File: config.mk
export PLATFORM = sky130hd
export DESIGN_NAME = imem_loader
export DESIGN_NICKNAME = d
export VERILOG_FILES = /design/src/rtl/imem_loader_pkg.sv /design/src/rtl/imem_loader.sv
export SDC_FILE = /design/constraint.sdc
export NUM_CORES = 1
export LEC_CHECK = 0
export ABC_AREA = 0
export CORE_MARGIN = 5
export CORE_UTILIZATION = 35
export DETAILED_ROUTE_END_ITERATION = 10
export SETUP_SLACK_MARGIN = 0.3
export SYNTH_ARGS = -nofsm -noshare
export SYNTH_HDL_FRONTEND = slang
export SYNTH_SLANG_ARGS = --single-unit
File: constraint.sdc
create_clock -name clk -period 2.1 [get_ports clk]
set_clock_uncertainty 0.1 [all_clocks]
set_input_delay 0.42 -clock clk [delete_from_list [all_inputs] [get_ports clk]]
set_output_delay 0.42 -clock clk [all_outputs]
set_load 0.005 [all_outputs]
File: src/rtl/imem_loader_pkg.sv
// ---------------------------------------------------------------------------
// imem_loader_pkg: loader state encodings and state-class helpers. Rev 1.0
// ---------------------------------------------------------------------------
`default_nettype none

package imem_loader_pkg;

  typedef enum logic [2:0] {
    LD_IDLE  = 3'd0,
    LD_LEN   = 3'd1,
    LD_DATA  = 3'd2,
    LD_CHECK = 3'd3,
    LD_DONE  = 3'd4,
    LD_ERR   = 3'd5
  } ld_state_t;

  // States that accept host words.
  function automatic logic ld_busy(input ld_state_t s);
    return (s == LD_LEN) || (s == LD_DATA) || (s == LD_CHECK);
  endfunction

  // States in which start may launch a new load.
  function automatic logic ld_can_start(input ld_state_t s);
    return (s == LD_IDLE) || (s == LD_DONE) || (s == LD_ERR);
  endfunction

endpackage

`default_nettype wire

File: src/rtl/imem_loader.sv
// ---------------------------------------------------------------------------
// imem_loader: streams a LEN/DATA/CHK framed image into instruction memory. Rev 1.0
// ---------------------------------------------------------------------------
`default_nettype none

module imem_loader
  import imem_loader_pkg::*;
#(
  parameter int          MAX_WORDS     = 1024,
  parameter logic [31:0] BASE_ADDR     = 32'h0000_0000,
  parameter bit          HOLD_AT_RESET = 1'b1
) (
  input  logic        clk,
  input  logic        rst,
  input  logic        start,
  input  logic        abort,
  input  logic        s_valid,
  input  logic [31:0] s_data,
  output logic        s_ready,
  output logic        imem_we,
  output logic [31:0] imem_addr,
  output logic [31:0] imem_wdata,
  output logic        core_rst,
  output logic        busy,
  output logic        done,
  output logic        err
);

  localparam int CW = $clog2(MAX_WORDS + 1);

  ld_state_t     state;
  ld_state_t     nxt;
  logic [CW-1:0] count;
  logic [CW-1:0] len;
  logic [31:0]   xor_acc;
  logic          reset_seen;
  logic          xfer;

  assign xfer = s_valid & s_ready;

  // abort has priority over any transfer offered in the same cycle.
  always_comb begin
    nxt = state;
    case (state)
      LD_IDLE, LD_DONE, LD_ERR: begin
        if (start) nxt = LD_LEN;
      end
      LD_LEN: begin
        if (abort)                           nxt = LD_ERR;
        else if (xfer) begin
          if (s_data > 32'(MAX_WORDS))       nxt = LD_ERR;
          else if (s_data == 32'd0)          nxt = LD_CHECK;
          else                               nxt = LD_DATA;
        end
      end
      LD_DATA: begin
        if (abort)                                   nxt = LD_ERR;
        else if (xfer && (count == len - CW'(1)))    nxt = LD_CHECK;
      end
      LD_CHECK: begin
        if (abort)      nxt = LD_ERR;
        else if (xfer)  nxt = (s_data == xor_acc) ? LD_DONE : LD_ERR;
      end
      default: nxt = LD_IDLE;
    endcase
  end

  always_ff @(posedge clk or negedge rst) begin
    if (!rst) begin
      state      <= LD_IDLE;
      count      <= '0;
      len        <= '0;
      xor_acc    <= '0;
      reset_seen <= 1'b0;
      s_ready    <= 1'b0;
      imem_we    <= 1'b0;
      imem_addr  <= BASE_ADDR;
      imem_wdata <= '0;
      core_rst   <= ~HOLD_AT_RESET;
      busy       <= 1'b0;
      done       <= 1'b0;
      err        <= 1'b0;
    end else begin
      state   <= nxt;
      s_ready <= ld_busy(nxt);
      busy    <= ld_busy(nxt);
      done    <= (nxt == LD_DONE);
      err     <= (nxt == LD_ERR);
      imem_we <= 1'b0;

      if (ld_can_start(state) && start) begin
        count   <= '0;
        xor_acc <= '0;
      end

      if (state == LD_LEN && nxt == LD_DATA)
        len <= s_data[CW-1:0];

      if (state == LD_DATA && xfer && !abort) begin
        imem_we    <= 1'b1;
        imem_addr  <= BASE_ADDR + (32'(count) << 2);
        imem_wdata <= s_data;
        xor_acc    <= xor_acc ^ s_data;
        count      <= count + CW'(1);
      end

      // Release happens on the CHECK acceptance edge, one cycle after the last write pulse.
      case (nxt)
        LD_DONE: begin
          core_rst   <= 1'b1;
          reset_seen <= 1'b1;
        end
        LD_IDLE: core_rst <= ~(HOLD_AT_RESET & ~reset_seen);
        default: core_rst <= 1'b0;
      endcase
    end
  end

endmodule

`default_nettype wire

==> results of run 1 <==
[placed cells by master, fill, tap and decap left out, types with 3 or more instances in the layout]
| master | n |
|---|---|
| mux2i_1 | 3 |
| nand2_2 | 3 |
| nor4_4 | 7 |
| buf_12 | 6 |
| clkdlybuf4s50_1 | 49 |
| inv_1 | 5 |
| nand3_1 | 8 |
| nor2_1 | 45 |
| buf_6 | 13 |
| xnor2_1 | 29 |
| o21ai_0 | 71 |
| nand4_1 | 13 |
| nor3_4 | 4 |
| buf_2 | 14 |
| conb_1 | 21 |
| nand2_1 | 145 |
| nor3_1 | 4 |
| xor2_1 | 8 |
| buf_4 | 58 |
| xnor2_2 | 10 |
| dlygate4sd2_1 | 5 |
| and3_1 | 5 |
| nor4_2 | 3 |
| dfrtp_1 | 105 |
| clkdlybuf4s15_2 | 6 |
| mux2_4 | 11 |
| a21oi_1 | 4 |
| nor2_4 | 3 |
| a31oi_1 | 3 |
| clkbuf_16 | 9 |
[sequential cells by signal, summed over array words and instances (netlist names), 3 cells and up]
| name | count |
|---|---|
| imem_addr | 11 |
| imem_wdata | 32 |
| len | 11 |
| count | 11 |
| xor_acc | 32 |
| state | 3 |
[Yosys cell counts (3+ instances only)]
cell / instances
a21oi_1: 5
a31oi_1: 4
and3_1: 5
buf_1: 3
buf_2: 7
buf_4: 23
clkbuf_1: 12
dfrtp_1: 106
inv_1: 5
mux2_2: 11
mux2i_1: 3
nand2_1: 148
nand2b_1: 4
nand3_1: 9
nand4_1: 13
nor2_1: 49
nor2b_1: 3
nor3_1: 7
nor4_1: 8
nor4_2: 3
o21ai_0: 73
xnor2_1: 40
xor2_1: 8
[critical path, cell delays in order (launching register included)]
cell and delay (ps):
dfrtp_2 440, xnor2_4 160, buf_6 120, nand4_1 120, nor4_2 320, a211oi_2 160
or3_4 420, o21a_1 190
[per-stage QoR]
step / util [%] / total power [mW] / setup WS (ps) / TNS (ps)
2_1_floorplan: - / 2.47 / 174 / 0
3_3_place_gp: 45.8 / 2.86 / -796 / -16620
3_5_place_dp: 45.8 / 2.88 / -869 / -18510
4_1_cts: 50.0 / 4.74 / -125 / -398
5_1_grt: 50.6 / 4.93 / -87.1 / -264
6_report: 50.6 / 4.75 / -37.0 / -45.2
[final cells by class]
type,instances,area [um2]
clock buffers,11,253
clock inverters,5,62.6
fillers,1356,7230
inverters,6,27.5
multi-input cells,439,2770
flip-flops and latches,106,2650
well taps,184,230
repair buffers,155,1410
[where the power goes]
part / internal, mW / leakage (nW) / switching [mW] / total, mW
Combinational: 0.404 / 1.96 / 0.435 / 0.839
Sequential: 2.08 / 1.46 / 0.0489 / 2.13
Clock: 0.994 / 0.148 / 0.786 / 1.78
Total: 3.48 / 3.57 / 1.27 / 4.75
[cell families after synthesis]
family	after synthesis	share of synthesized area, %
AND/OR/NAND/NOR	256	21.5
adder cells (fa/ha/maj)	2	0.476
AO/OA/AOI/OAI	98	11.0
buffers and inverters	52	5.55
XOR/XNOR	48	8.00
flip-flops	106	50.5
other	1	0.0714
multiplexers	14	2.93
[metal layers]
layer / part of all wire (%) / wire length [um] / global-route usage [%]
met3: 4.4 / 648 / 2.89
met1: 45 / 6630 / 22.9
met5: 0 / 0 / 0
met2: 48 / 7050 / 27.4
met4: 2.5 / 368 / 6.64
[worst paths after layout]
check,startpoint,end,slack [ps],cells past startpoint
worst max-delay path,xor_acc[24],busy,-40,7
worst min-delay path,s_data[14],imem_wdata[14],220,3
worst max register to register,xor_acc[24],busy,-40,7
worst min register to register,reset_seen,reset_seen,370,2
max in group asynchronous,rst,xor_acc[10],1030,3
min in group asynchronous,rst,imem_we,310,2
[repair_timing]
action / 4_1_cts / 5_1_grt
endpoints found under the setup margin: 68 / 67
pin swaps: 32 / 11
hold endpoints to repair: 40 / 0
buffers inserted: 9 / 1
cloned: 1 / 0
gates resized for setup: 175 / 26
hold buffers: 1 / 0
==> results_dict.tcl, run 1 <==
set metrics [dict create \
    netlist.area_leader.share_pct 50.5 \
    synth_edf_count 0 \
    placed_area_um2 6700 \
    hold_viol 0 \
    drc 0 \
    path_max_fanout 4 \
    finalWorstSetupSlack_ps -37.0 \
    maxCapViolCount 0 \
    outcome "finished, violations left" \
    nets 756 \
    synth_area_um2 5250 \
    synthCells 577 \
    violations "negative setup slack" \
    rsz0062_at_grt "yes" \
    synth_top_cells_by_area "dfrtp_1 51%, nand2_1 11%, o21ai_0 7.0%" \
    grtUsageTotal_pct 17.0 \
    finalWirelength_mm 14.7 \
    dieArea_um2 17600 \
    layout-drive-gt1-share_pct 24.5 \
    overflow 0 \
    yosysSeqAreaShare_pct 50.5 \
    start_kind "flip-flop" \
    die_w_um 133 \
    ant_nets 0 \
    die_h_um 133 \
    fin_cells 906 \
    cts_max_path_buffers 2 \
    required_ps 2250 \
    cts_buffers 9 \
    ios 107 \
    dr.pass1.iters 7 \
    async_flop_share_pct 100 \
    fin_crit_sh_pct 102 \
    initial_core_util_pct 35.9 \
    yosys_register_bits 106 \
    fmax_ghz 0.468 \
    power.leakage_nw 3.57 \
    report.final.slew_viol_count 0 \
    critPathKind "flip-flop to flip-flop" \
    yosysTopAreaCell "dfrtp_1" \
    layout_min_cycle_time_ps 2140 \
    io_buffers 85 \
    clock-sinks 106 \
    holdWs_ps 215 \
    areaGrowthSynthToFinish_pct 41.1 \
    hp-class "input port to flip-flop" \
    grt_start_max_net_pins 67 \
    vias 4559 \
    routedWlPerCell_um 16.2 \
    grt_pass1_vias 4652 \
    synth-main-ff-cell "dfrtp_1" \
    coreArea_um2 14600 \
    placed_cells 878 \
    cts.clk_slew.worst_paths_ps 70 \
    crit_path_end_kind "flip-flop" \
    grt_antenna_before_repair 0 \
    cts_htree_levels 3 \
    row_count 44 \
    grt_pass1_wl_mm 24.2 \
    finalWeightedCongestion 0.787 \
    antenna_cells 0 \
    avgSynthCellArea_um2 9.10 \
    fin_area_um2 7410 \
    power_density_nw_per_um2 641 \
    place_hpwl_mm 10.7 \
    setup-violations-final 2 \
    ys_types 48 \
    yosysWarningCount 0 \
    viasPerCell 5.03 \
    cts_root_buf "clkbuf_16" \
    clkLatencyLatePin_ps 360 \
    worstPathArrival_ps 2280 \
    cts_tree "yes" \
    drt_iter0_drc 249 \
    ir_drop_uv 402 \
]
(Power assumes the default switching activity.)
==> run 2: changes to the inputs <==
--- a/config.mk
+++ b/config.mk
@@ -6,9 +6,10 @@
 export NUM_CORES = 1
 export LEC_CHECK = 0
 export ABC_AREA = 0
-export CORE_MARGIN = 5
+export CORE_MARGIN = 3
 export CORE_UTILIZATION = 35
 export DETAILED_ROUTE_END_ITERATION = 10
+export PLACE_DENSITY = 0.59
 export SETUP_SLACK_MARGIN = 0.3
 export SYNTH_ARGS = -nofsm -noshare
 export SYNTH_HDL_FRONTEND = slang
==> run 2 against run 1 <==
The run now ends clean; combinational power fell by 8.6%; sequential share of layout area rose by 0.28 points; die area fell by 5.9%.
==> results_dict.tcl, run 2 (synthesized netlist as in run 1, its figures left out) <==
set metrics [dict create \
    hp-class "input port to flip-flop" \
    drt_iter0_drc 275 \
    worstPathArrival_ps 2160 \
    cts_htree_levels 3 \
    maxCapViolCount 0 \
    fin_crit_sh_pct 96.2 \
    layout-drive-gt1-share_pct 23.2 \
    drc 0 \
    cts_max_path_buffers 2 \
    initial_core_util_pct 36.0 \
    place_hpwl_mm 10.5 \
    finalWirelength_mm 14.6 \
    routedWlPerCell_um 16.2 \
    ir_drop_uv 376 \
    die_h_um 129 \
    r2r_cells 6 \
    setup_tns_ps 0 \
    ios 107 \
    vias 4509 \
    placed_area_um2 6690 \
    ant_nets 0 \
    overflow 0 \
    slowest_stage "dfrtp_1" \
    die_w_um 129 \
    viasPerCell 5.02 \
    grt_start_max_net_pins 46 \
    fillers 1353 \
    clkLatencyLatePin_ps 350 \
    io_buffers 85 \
    cts.clk_slew.worst_paths_ps 70 \
    crit_end "busy" \
    clock-sinks 106 \
    required_ps 2240 \
    report.final.slew_viol_count 0 \
    reg2reg_from "xor_acc[4]" \
    total_power_mw 4.73 \
    fmax_ghz 0.495 \
    layout_min_cycle_time_ps 2020 \
    crit_start "xor_acc[4]" \
    dr.pass1.iters 5 \
    cts_buffers 9 \
    grt_antenna_before_repair 0 \
    coreArea_um2 14600 \
    path_max_fanout 4 \
    mostFrequentLayoutCells "146 x nand2_1, 105 x dfrtp_1, 73 x o21ai_0" \
    reg2reg_slack_ps 80 \
    row_count 44 \
    areaGrowthSynthToFinish_pct 40.0 \
    finalWeightedCongestion 0.788 \
    cts_root_buf "clkbuf_16" \
    critPathKind "flip-flop to flip-flop" \
    nets 749 \
    antenna_cells 0 \
    power_density_nw_per_um2 643 \
    dieArea_um2 16500 \
    outcome "complete, no violations" \
    grtUsageTotal_pct 18.0 \
    power.leakage_nw 3.61 \
    slowest_delay_ps 410 \
    grt_pass1_vias 4519 \
    crit_path_end_kind "flip-flop" \
    start_kind "flip-flop" \
    cts_tree "yes" \
    reg.largest.list "imem_wdata: 32 flops, xor_acc: 32 flops" \
    setup-violations-final 0 \
    rr_endpoint "busy" \
    fin_area_um2 7350 \
    rsz0062_at_grt "yes" \
    final_common_cell "nand2_1" \
    grt_pass1_wl_mm 23.5 \
    hold_viol 0 \
    crit_chain "xnor2_2, nand4_1, nor4_4, a211oi_2, or3_4, o21a_1" \
]
[run 2: cell count changes in the layout (fill, tap and decap cells not counted), moves of 3 or more]
cell,change
xnor2_2,+3
buf_2,-3
dlygate4sd2_1,+3
buf_4,-4
buf_6,-7
[run 2: worst max-delay path, delay by kind of cell, from the launching register on]
family	cells	cell delay (ps)
flops	1	410
xor+xnor	1	200
simple gates	3	890
compound gates	2	320
[run 2: final cells by class]
type | instances | area (um2) | area share [%]
flip-flops and latches | 106 | 2650 | 36.1
repair buffers | 148 | 1350 | 18.4
well taps | 184 | 230 | 3.13
multi-input cells | 439 | 2780 | 37.7
clock inverters | 5 | 77.6 | 1.05
inverters | 6 | 22.5 | 0.306
clock buffers | 11 | 243 | 3.30
[run 2: what timing repair did]
item,in CTS,in global routing
gates resized for setup,149,28
gates cloned,1,0
hold buffers,1,0
endpoints found under the hold margin,31,0
setup endpoints to repair,101,76
buffers inserted,4,1
pin swaps,30,8
[run 2: report_power, final]
part | internal [mW] | switching, mW | leakage (nW)
Sequential | 2.09 | 0.0575 | 1.46
Combinational | 0.368 | 0.399 | 1.99
Clock | 1.07 | 0.746 | 0.156
[run 2: layer usage]
metal | wire length, um | track usage [%] | vias up
met5 | 0 | 0 | -
met4 | 204 | 6.24 | 0
li1 | - | - | 2165
met2 | 7240 | 29.6 | 118
met3 | 701 | 3.45 | 13
met1 | 6410 | 23.8 | 2213
[run 2: metrics by stage]
step | hold WS [ps] | setup slack (ps) | instances | utilization, %
2_1_floorplan | 24.4 | 174 | 597 | -
3_3_place_gp | 304 | -777 | 876 | 45.8
3_5_place_dp | 314 | -744 | 876 | 45.8
4_1_cts | 195 | 16.4 | 898 | 49.7
5_1_grt | 218 | -0.242 | 899 | 50.4
6_report | 211 | 78.9 | 899 | 50.4
[run 2: worst min-delay path by stage]
stage / start / endpoint / slack, ps / cells after the start
after floorplan: rst / busy / 20 / 0
after global placement: rst / imem_addr[6] / 300 / 1
after detailed placement: rst / imem_we / 310 / 1
after CTS: s_data[14] / imem_wdata[14] / 190 / 3
after global routing: s_data[14] / imem_wdata[14] / 220 / 3
final: s_data[14] / imem_wdata[14] / 210 / 3
